File: src/rtl/clk_div_pkg.sv
// Shared constants and helpers for the clock divider blocks.
package clk_div_pkg;

  localparam int DIV_DEFAULT = 3;

  // Counter width for a mod-n counter; never narrower than one bit.
  function automatic int clog2_min1(input int n);
    int w;
    w = $clog2(n);
    return (w < 1) ? 1 : w;
  endfunction

endpackage

File: src/rtl/clk_div_counter.sv
// Mod-DIV wrap counter. Reset parks it at DIV-1 so the first released
// edge lands on count 0. Exposes the next-count value so the phase
// register can be driven without an extra cycle of latency.
module clk_div_counter
  import clk_div_pkg::*;
#(
  parameter int DIV   = DIV_DEFAULT,
  parameter int CNT_W = clog2_min1(DIV)
) (
  input  logic             clk,
  input  logic             reset,
  output logic [CNT_W-1:0] cnt_next
);

  localparam logic [CNT_W-1:0] CNT_LAST = CNT_W'(DIV - 1);

  logic [CNT_W-1:0] cnt;

  // Next count: park at the last value in reset, otherwise wrap DIV-1 -> 0.
  always_comb begin
    cnt_next = cnt + 1'b1;
    if (!reset) begin
      cnt_next = CNT_LAST;
    end else if (cnt == CNT_LAST) begin
      cnt_next = '0;
    end
  end

  // Count register.
  always_ff @(posedge clk) begin
    cnt <= cnt_next;
  end

endmodule

File: src/rtl/div_three_clk.sv
// Clock divider: clk_out runs at clk/DIV with 50% duty. Odd ratios get
// the extra half period from a falling-edge copy of the phase register
// ORed onto the rising-edge phase register.
module div_three_clk
  import clk_div_pkg::*;
#(
  parameter int DIV = DIV_DEFAULT
) (
  input  logic clk,
  input  logic reset,
  output logic clk_out
);

  localparam int              CNT_W = clog2_min1(DIV);
  localparam bit              ODD   = (DIV % 2) == 1;
  localparam logic [CNT_W-1:0] H_EFF = CNT_W'(DIV / 2);

  if (DIV < 2 || DIV > 256) begin : g_bad_div
    $error("div_three_clk: DIV=%0d outside legal range 2..256", DIV);
  end

  logic [CNT_W-1:0] cnt_next;
  logic             p_q;
  logic             n_q;

  clk_div_counter #(
    .DIV   (DIV),
    .CNT_W (CNT_W)
  ) u_counter (
    .clk      (clk),
    .reset    (reset),
    .cnt_next (cnt_next)
  );

  // Rising-edge phase: high for the first H_EFF counts of each period.
  always_ff @(posedge clk) begin
    if (!reset) begin
      p_q <= 1'b0;
    end else begin
      p_q <= (cnt_next < H_EFF);
    end
  end

  // Falling-edge copy of the phase, stretching the high time by half a cycle.
  always_ff @(negedge clk) begin
    if (!reset) begin
      n_q <= 1'b0;
    end else begin
      n_q <= p_q;
    end
  end

  // Registered-only OR, so the output cannot glitch.
  assign clk_out = ODD ? (p_q | n_q) : p_q;

endmodule

File: config.mk
export PLATFORM = sky130hd
export DESIGN_NAME = div_three_clk
export DESIGN_NICKNAME = d
export VERILOG_FILES = /design/src/rtl/clk_div_pkg.sv /design/src/rtl/clk_div_counter.sv /design/src/rtl/div_three_clk.sv
export SDC_FILE = /design/constraint.sdc
export NUM_CORES = 1
export LEC_CHECK = 0
export BUFFER_PORTS_ARGS = -buffer_cell sky130_fd_sc_hd__buf_2
export CAP_MARGIN = 25
export CORE_AREA = 2 2 39 41
export CTS_CLUSTER_SIZE = 10
export DETAILED_ROUTE_END_ITERATION = 6
export DIE_AREA = 0 0 41 43
export GPL_ROUTABILITY_DRIVEN = 0
export PLACE_DENSITY = 0.34
export SYNTH_ARGS = -nofsm -noshare
export SYNTH_HDL_FRONTEND = slang
export SYNTH_HIERARCHICAL = 1
export SYNTH_SLANG_ARGS = --single-unit
File: constraint.sdc
create_clock -name clk -period 0.9 [get_ports clk]
set_input_delay 0.135 -clock clk [delete_from_list [all_inputs] [get_ports clk]]
set_output_delay 0.135 -clock clk [all_outputs]
set_load 0.1 [all_outputs]
==> results of run 1 <==
==> what timing repair did <==
action,in CTS,in global routing
pin swaps,0,0
hold buffers,0,0
endpoints found under the setup margin,2,2
gates resized for setup,1,0
==> state kept, by name, summed over array words and instances (netlist names) <==
name           flops
n_q                1
p_q                1
u_counter/cnt      2
==> how the worst max path moves through the flow <==
stage,slack (ns),start,to,cells after the start
finish,-0.65,n_q,clk_out,2
global route,-0.69,n_q,clk_out,2
CTS,-0.66,n_q,clk_out,2
detailed placement,-0.35,n_q,clk_out,2
global placement,-0.35,n_q,clk_out,2
floorplan,-0.30,n_q,clk_out,1
==> final cells by class <==
type / count / area share
Sequential cell: 4 / 0.371
Timing Repair Buffer: 3 / 0.149
Clock buffer: 4 / 0.120
Inverter: 1 / 0.0171
Multi-Input combinational cell: 5 / 0.234
Clock inverter: 1 / 0.0171
Tap cell: 16 / 0.0914
==> cells by family after synthesis <==
| kind of cell | share of synthesized area |
|---|---|
| AO/OA/AOI/OAI | 0.0648 |
| buffers and inverters | 0.0556 |
| flip-flops | 0.593 |
| AND/OR/NAND/NOR | 0.287 |
==> where the power goes <==
part           switching (uW)  internal (uW)
registers                6.67            190
logic                    41.6           32.9
clock network            87.3            173
==> critical path, delay by kind of cell (launching register included) <==
kind	cells	cell delay (ns)
and+or+nand+nor	1	0.23
DFF	1	0.28
buffers and inverters	1	0.17
==> through the flow <==
stage / std cells / TNS, ns / cell area [um^2]
after global routing: 34 / -0.724 / 219
after detailed placement: 30 / -0.440 / 191
after global placement: 30 / -0.427 / 191
after floorplan: 11 / -0.371 / 139
after CTS: 34 / -0.699 / 219
final: 34 / -0.689 / 219
==> cell usage in the layout, fill, tap and decap left out <==
master,n
and2_4,1
buf_12,1
buf_2,1
buf_4,1
clkbuf_1,1
clkbuf_4,3
dfxtp_1,3
dfxtp_2,1
inv_1,2
nor3b_2,2
o21ai_2,1
or2_4,1
==> metal layers <==
layer / track usage / wire, um / up-vias
li1: - / - / 49
met1: 0.0288 / 76 / 42
met2: 0.0406 / 96 / 5
met3: 0.0524 / 47 / 0
met4: 0.0400 / 0 / 0
met5: 0 / 0 / -
==> results.json, run 1 <==
{
  "syn-cell-area_um2": 135,
  "end_kind": "primary output",
  "row_count": 14,
  "seqCellArea_um2": 81.3,
  "slowest_delay_ns": 0.28,
  "synthTopCellsByCount": "dfxtp_1, inv_1, nor3b_2",
  "htree_levels": 1,
  "r2r_slack_ns": -0.04,
  "grt_pass1_vias": 106,
  "leakage_uw": 0.0000920,
  "r2r_end": "n_q",
  "async_flop_share": 0,
  "arrival_ns": 1.42,
  "critPathSlowestCell": "dfxtp_1",
  "synth_cells": 11,
  "hold_path_end": "u_counter/cnt[1]",
  "irDropWorstVdd_v": 0.000840,
  "grt_pass1_wl_um": 365,
  "clk_latency_ns": 0.29,
  "wire_per_inst_um": 6.44,
  "grt_setup_unrepaired": "true",
  "status": "complete, but fails checks",
  "failed_checks": "negative setup slack",
  "grt_overflow": 0,
  "slew_violations": 0,
  "die-area_um2": 1760,
  "drv_cap": 0,
  "finalPower_uw": 531,
  "synth_area_leaders": "dfxtp_1, nor3b_2, o21ai_2",
  "post_cts_buffers": 0,
  "synth_seq_cells": 4,
  "synth-edff-count": 0,
  "io_pins": 3,
  "grtUsageTotal": 0.0381,
  "holdPathStages": 3,
  "cp_cell_sequence": "or2_4, buf_12",
  "firstDrtPassIters": 1,
  "post-place-ws_ns": -0.352,
  "root_buffer": "clkbuf_4",
  "clock_skew_ns": 0.0554,
  "drive_gt1_frac": 0.667,
  "synth_cell_types": 6,
  "die_w_um": 41,
  "nNetsFinal": 21,
  "cts_tree": "done",
  "cts.sinks": 4,
  "drtAntennaViolNets": 0,
  "worst_pin_slew_ns": 0.190,
  "ys_seq_area_frac": 0.593,
  "floorplan.initialDensity": 0.0976,
  "ys.flop_type": "dfxtp_1",
  "slew_headroom": 0.873,
  "setup_viol_count_final": 2,
  "wl_um": 219,
  "synth.top_cell.area_share": 0.593,
  "syn_nets": 13,
  "yosys_warnings": 6,
  "finalHoldViolations": 0,
  "path_class": "reg -> out",
  "timing.rr.start": "p_q",
  "vias": 96,
  "layout_setup_ws_ns": -0.653,
  "clockBufferDepth": 2,
  "die_h_um": 43,
  "hold_ws_ns": 0.203,
  "p_per_area_nw_per_um2": 2420,
  "worstRegToRegCells": 1,
  "nFillCells": 155,
  "coreArea_um2": 1380,
  "antenna_cells": 0,
  "critPathRequiredTime_ns": 0.76,
  "final_core_util": 0.158,
  "drt_first_iter_violations": 0,
  "multi_input_area_um2": 51.3,
  "vias_per_cell": 2.82,
  "clk_pin_slew_ns": 0.04,
  "hold_path.startpoint": "reset",
  "numCtsBuffers": 3,
  "area_growth_syn_to_layout_pct": 62.0,
  "drc": 0,
  "startpoint_type": "flop",
  "post-synth-top-area-cell": "dfxtp_1",
  "cp_max_fo": 1,
  "syn_avg_cell_area_um2": 12.3,
  "grt_max_degree": 4,
  "hold_path.class": "in -> reg",
  "port-buffer-count": 2,
  "antenna_found_initial": 0,
  "dpl.hpwl_um": 165,
  "synth.most_common_cell": "dfxtp_1"
}
Power figures use the tool's default switching activity.
==> run 2: changes to the inputs <==
--- a/config.mk
+++ b/config.mk
@@ -12,8 +12,7 @@
 export DETAILED_ROUTE_END_ITERATION = 6
 export DIE_AREA = 0 0 41 43
 export GPL_ROUTABILITY_DRIVEN = 0
-export PLACE_DENSITY = 0.34
+export PLACE_DENSITY = 0.33
 export SYNTH_ARGS = -nofsm -noshare
 export SYNTH_HDL_FRONTEND = slang
-export SYNTH_HIERARCHICAL = 1
 export SYNTH_SLANG_ARGS = --single-unit
==> run 2 against run 1 <==
  * The flow still finishes with violations (negative setup slack)
  * Cell count stayed put
  * Synthesized cell count stayed put
  * Clock skew is 0.0070 ns lower
  * Non-clock buffer count stayed put
  * Clock power is 4% higher
  * Critical path depth stayed put
  * Synthesized area is 8.3% lower
  * Flip-flop and latch count stayed put
  * Wire length is 2.7% lower
  * Critical path type unchanged
  * Critical endpoint unchanged
==> results.json, run 2 <==
{
  "irDropWorstVdd_v": 0.000532,
  "finalHoldViolations": 0,
  "nNetsFinal": 21,
  "synth_top_family_by_area": "simple AND/OR/NAND/NOR gates",
  "place_inst": 30,
  "status": "complete, but fails checks",
  "syn_nets": 13,
  "r2r_end": "n_q",
  "grt_pass1_vias": 106,
  "coreArea_um2": 1380,
  "row_count": 14,
  "synth_fa_ha_area_frac": 0,
  "drt_first_iter_violations": 1,
  "synth_xor_area_frac": 0,
  "cp_cell_sequence": "or2_4, buf_12",
  "grt_setup_unrepaired": "true",
  "leakage_uw": 0.0000899,
  "slew_violations": 0,
  "path_buf_inv": 1,
  "worstRegToRegCells": 1,
  "hold_path_end": "u_counter.cnt[1]",
  "antenna_found_initial": 0,
  "critPathRequiredTime_ns": 0.76,
  "arrival_ns": 1.42,
  "grt_pass1_wl_um": 372,
  "post_cts_buffers": 0,
  "port-buffer-count": 2,
  "grt_max_degree": 4,
  "postPlaceCellArea_um2": 179,
  "synth-edff-count": 0,
  "synth_cell_types": 6,
  "ys.flop_type": "dfxtp_1",
  "synth_cells": 11,
  "critPathSlowestCell": "dfxtp_1",
  "r2r_slack_ns": -0.04,
  "largest_reg_flops": 2,
  "synth-compound-area-share": 0.0404,
  "timing.rr.start": "p_q",
  "layout_setup_ws_ns": -0.651,
  "clk_latency_ns": 0.29,
  "antenna_cells": 0,
  "synthTopCellsByCount": "dfxtp_1, and2_1, inv_1",
  "synth_area_leaders": "dfxtp_1, and2_1, nor3b_2",
  "finalPower_uw": 534,
  "root_buffer": "clkbuf_4",
  "io_pins": 3,
  "setup_viol_count_final": 2,
  "synthMuxAreaShare": 0,
  "floorplan.initialDensity": 0.0895,
  "wire_per_inst_um": 6.26,
  "nFillCells": 156,
  "p_per_area_nw_per_um2": 2560,
  "cts.sinks": 4,
  "synth.most_common_cell": "dfxtp_1",
  "clk_pin_slew_ns": 0.05,
  "post-synth-top-area-cell": "dfxtp_1",
  "end_kind": "primary output",
  "layoutNonFillerInstCount": 34,
  "vias": 90,
  "numCtsBuffers": 3,
  "hold_path.class": "in -> reg",
  "vias_per_cell": 2.65,
  "ys_seq_area_frac": 0.646,
  "final_cell_area_um2": 209,
  "drv_cap": 0,
  "async_flop_share": 0,
  "htree_levels": 1,
  "synth_seq_cells": 4,
  "drc": 0,
  "clockBufferDepth": 2,
  "synth.top_cell.area_share": 0.646,
  "holdPathStages": 3,
  "worst_pin_slew_ns": 0.126,
  "cts_tree": "done",
  "firstDrtPassIters": 2,
  "cp_max_fo": 1,
  "synth-simple-area-share": 0.253,
  "die_h_um": 43,
  "slowest_delay_ns": 0.28,
  "yosys_warnings": 0,
  "wl_um": 213,
  "failed_checks": "negative setup slack",
  "startpoint_type": "flop",
  "die-area_um2": 1760,
  "worst-path-stages": 2,
  "grt_overflow": 0,
  "clock_skew_ns": 0.0484,
  "area_growth_syn_to_layout_pct": 68.7,
  "critPathTopFamily": "flip-flops",
  "grtUsageTotal": 0.0422,
  "die_w_um": 41,
  "slew_headroom": 0.916,
  "reg_top3": "u_counter.cnt (2), n_q (1), p_q (1)",
  "drtAntennaViolNets": 0,
  "syn-cell-area_um2": 124,
  "top_register": "u_counter.cnt",
  "syn_avg_cell_area_um2": 11.3,
  "final_cell_mix": "clkbuf_4, dfxtp_1, inv_1",
  "hold_path.startpoint": "reset",
  "drive_gt1_frac": 0.556,
  "path_class": "reg -> out",
  "post-place-ws_ns": -0.355
}
run 2: worst max path at each step:
stage          from       to  slack (ns)
4_1_cts         n_q  clk_out       -0.66
2_1_floorplan   n_q  clk_out       -0.30
3_5_place_dp    n_q  clk_out       -0.36
3_3_place_gp    n_q  clk_out       -0.35
5_1_grt         n_q  clk_out       -0.70
6_report        n_q  clk_out       -0.65
run 2: layout make-up:
| cell class | count | area, um^2 | share of cell area |
|---|---|---|---|
| inverters | 1 | 3.75 | 0.0180 |
| flip-flops and latches | 4 | 81.3 | 0.389 |
| clock buffers | 4 | 26.3 | 0.126 |
| well taps | 16 | 20.0 | 0.0958 |
| multi-input cells | 5 | 41.3 | 0.198 |
| clock inverters | 1 | 3.75 | 0.0180 |
| repair buffers | 3 | 32.5 | 0.156 |
run 2: stage by stage:
stage               hold slack, ns   util  TNS (ns)
global placement             0.421  0.129    -0.424
finish                       0.188  0.151    -0.689
CTS                          0.177  0.148    -0.704
detailed placement           0.432  0.129    -0.434
global route                 0.212  0.151    -0.724
floorplan                    0.215      -    -0.368
run 2: metal layers:
layer  GRT usage  vias up  part of all wire
met2      0.0375        3              0.37
met5           0        -                 0
li1            -       47                 -
met4      0.0600        0             0.028
met1      0.0290       38              0.46
met3      0.0628        2              0.14
run 2: cell families after synthesis:
family,after synthesis
simple gates,4
flops,4
compound gates,1
buf+inv,2
run 2: repair_timing:
action                     CTS  global route
hold endpoints to repair     0             0
resized for setup            0             2
setup endpoints to repair    2             2
hold buffers                 0             0
run 2: where the power goes:
group          internal, uW  switching [uW]
clock                   173            96.1
combinational          31.0            37.9
sequential              190            6.26
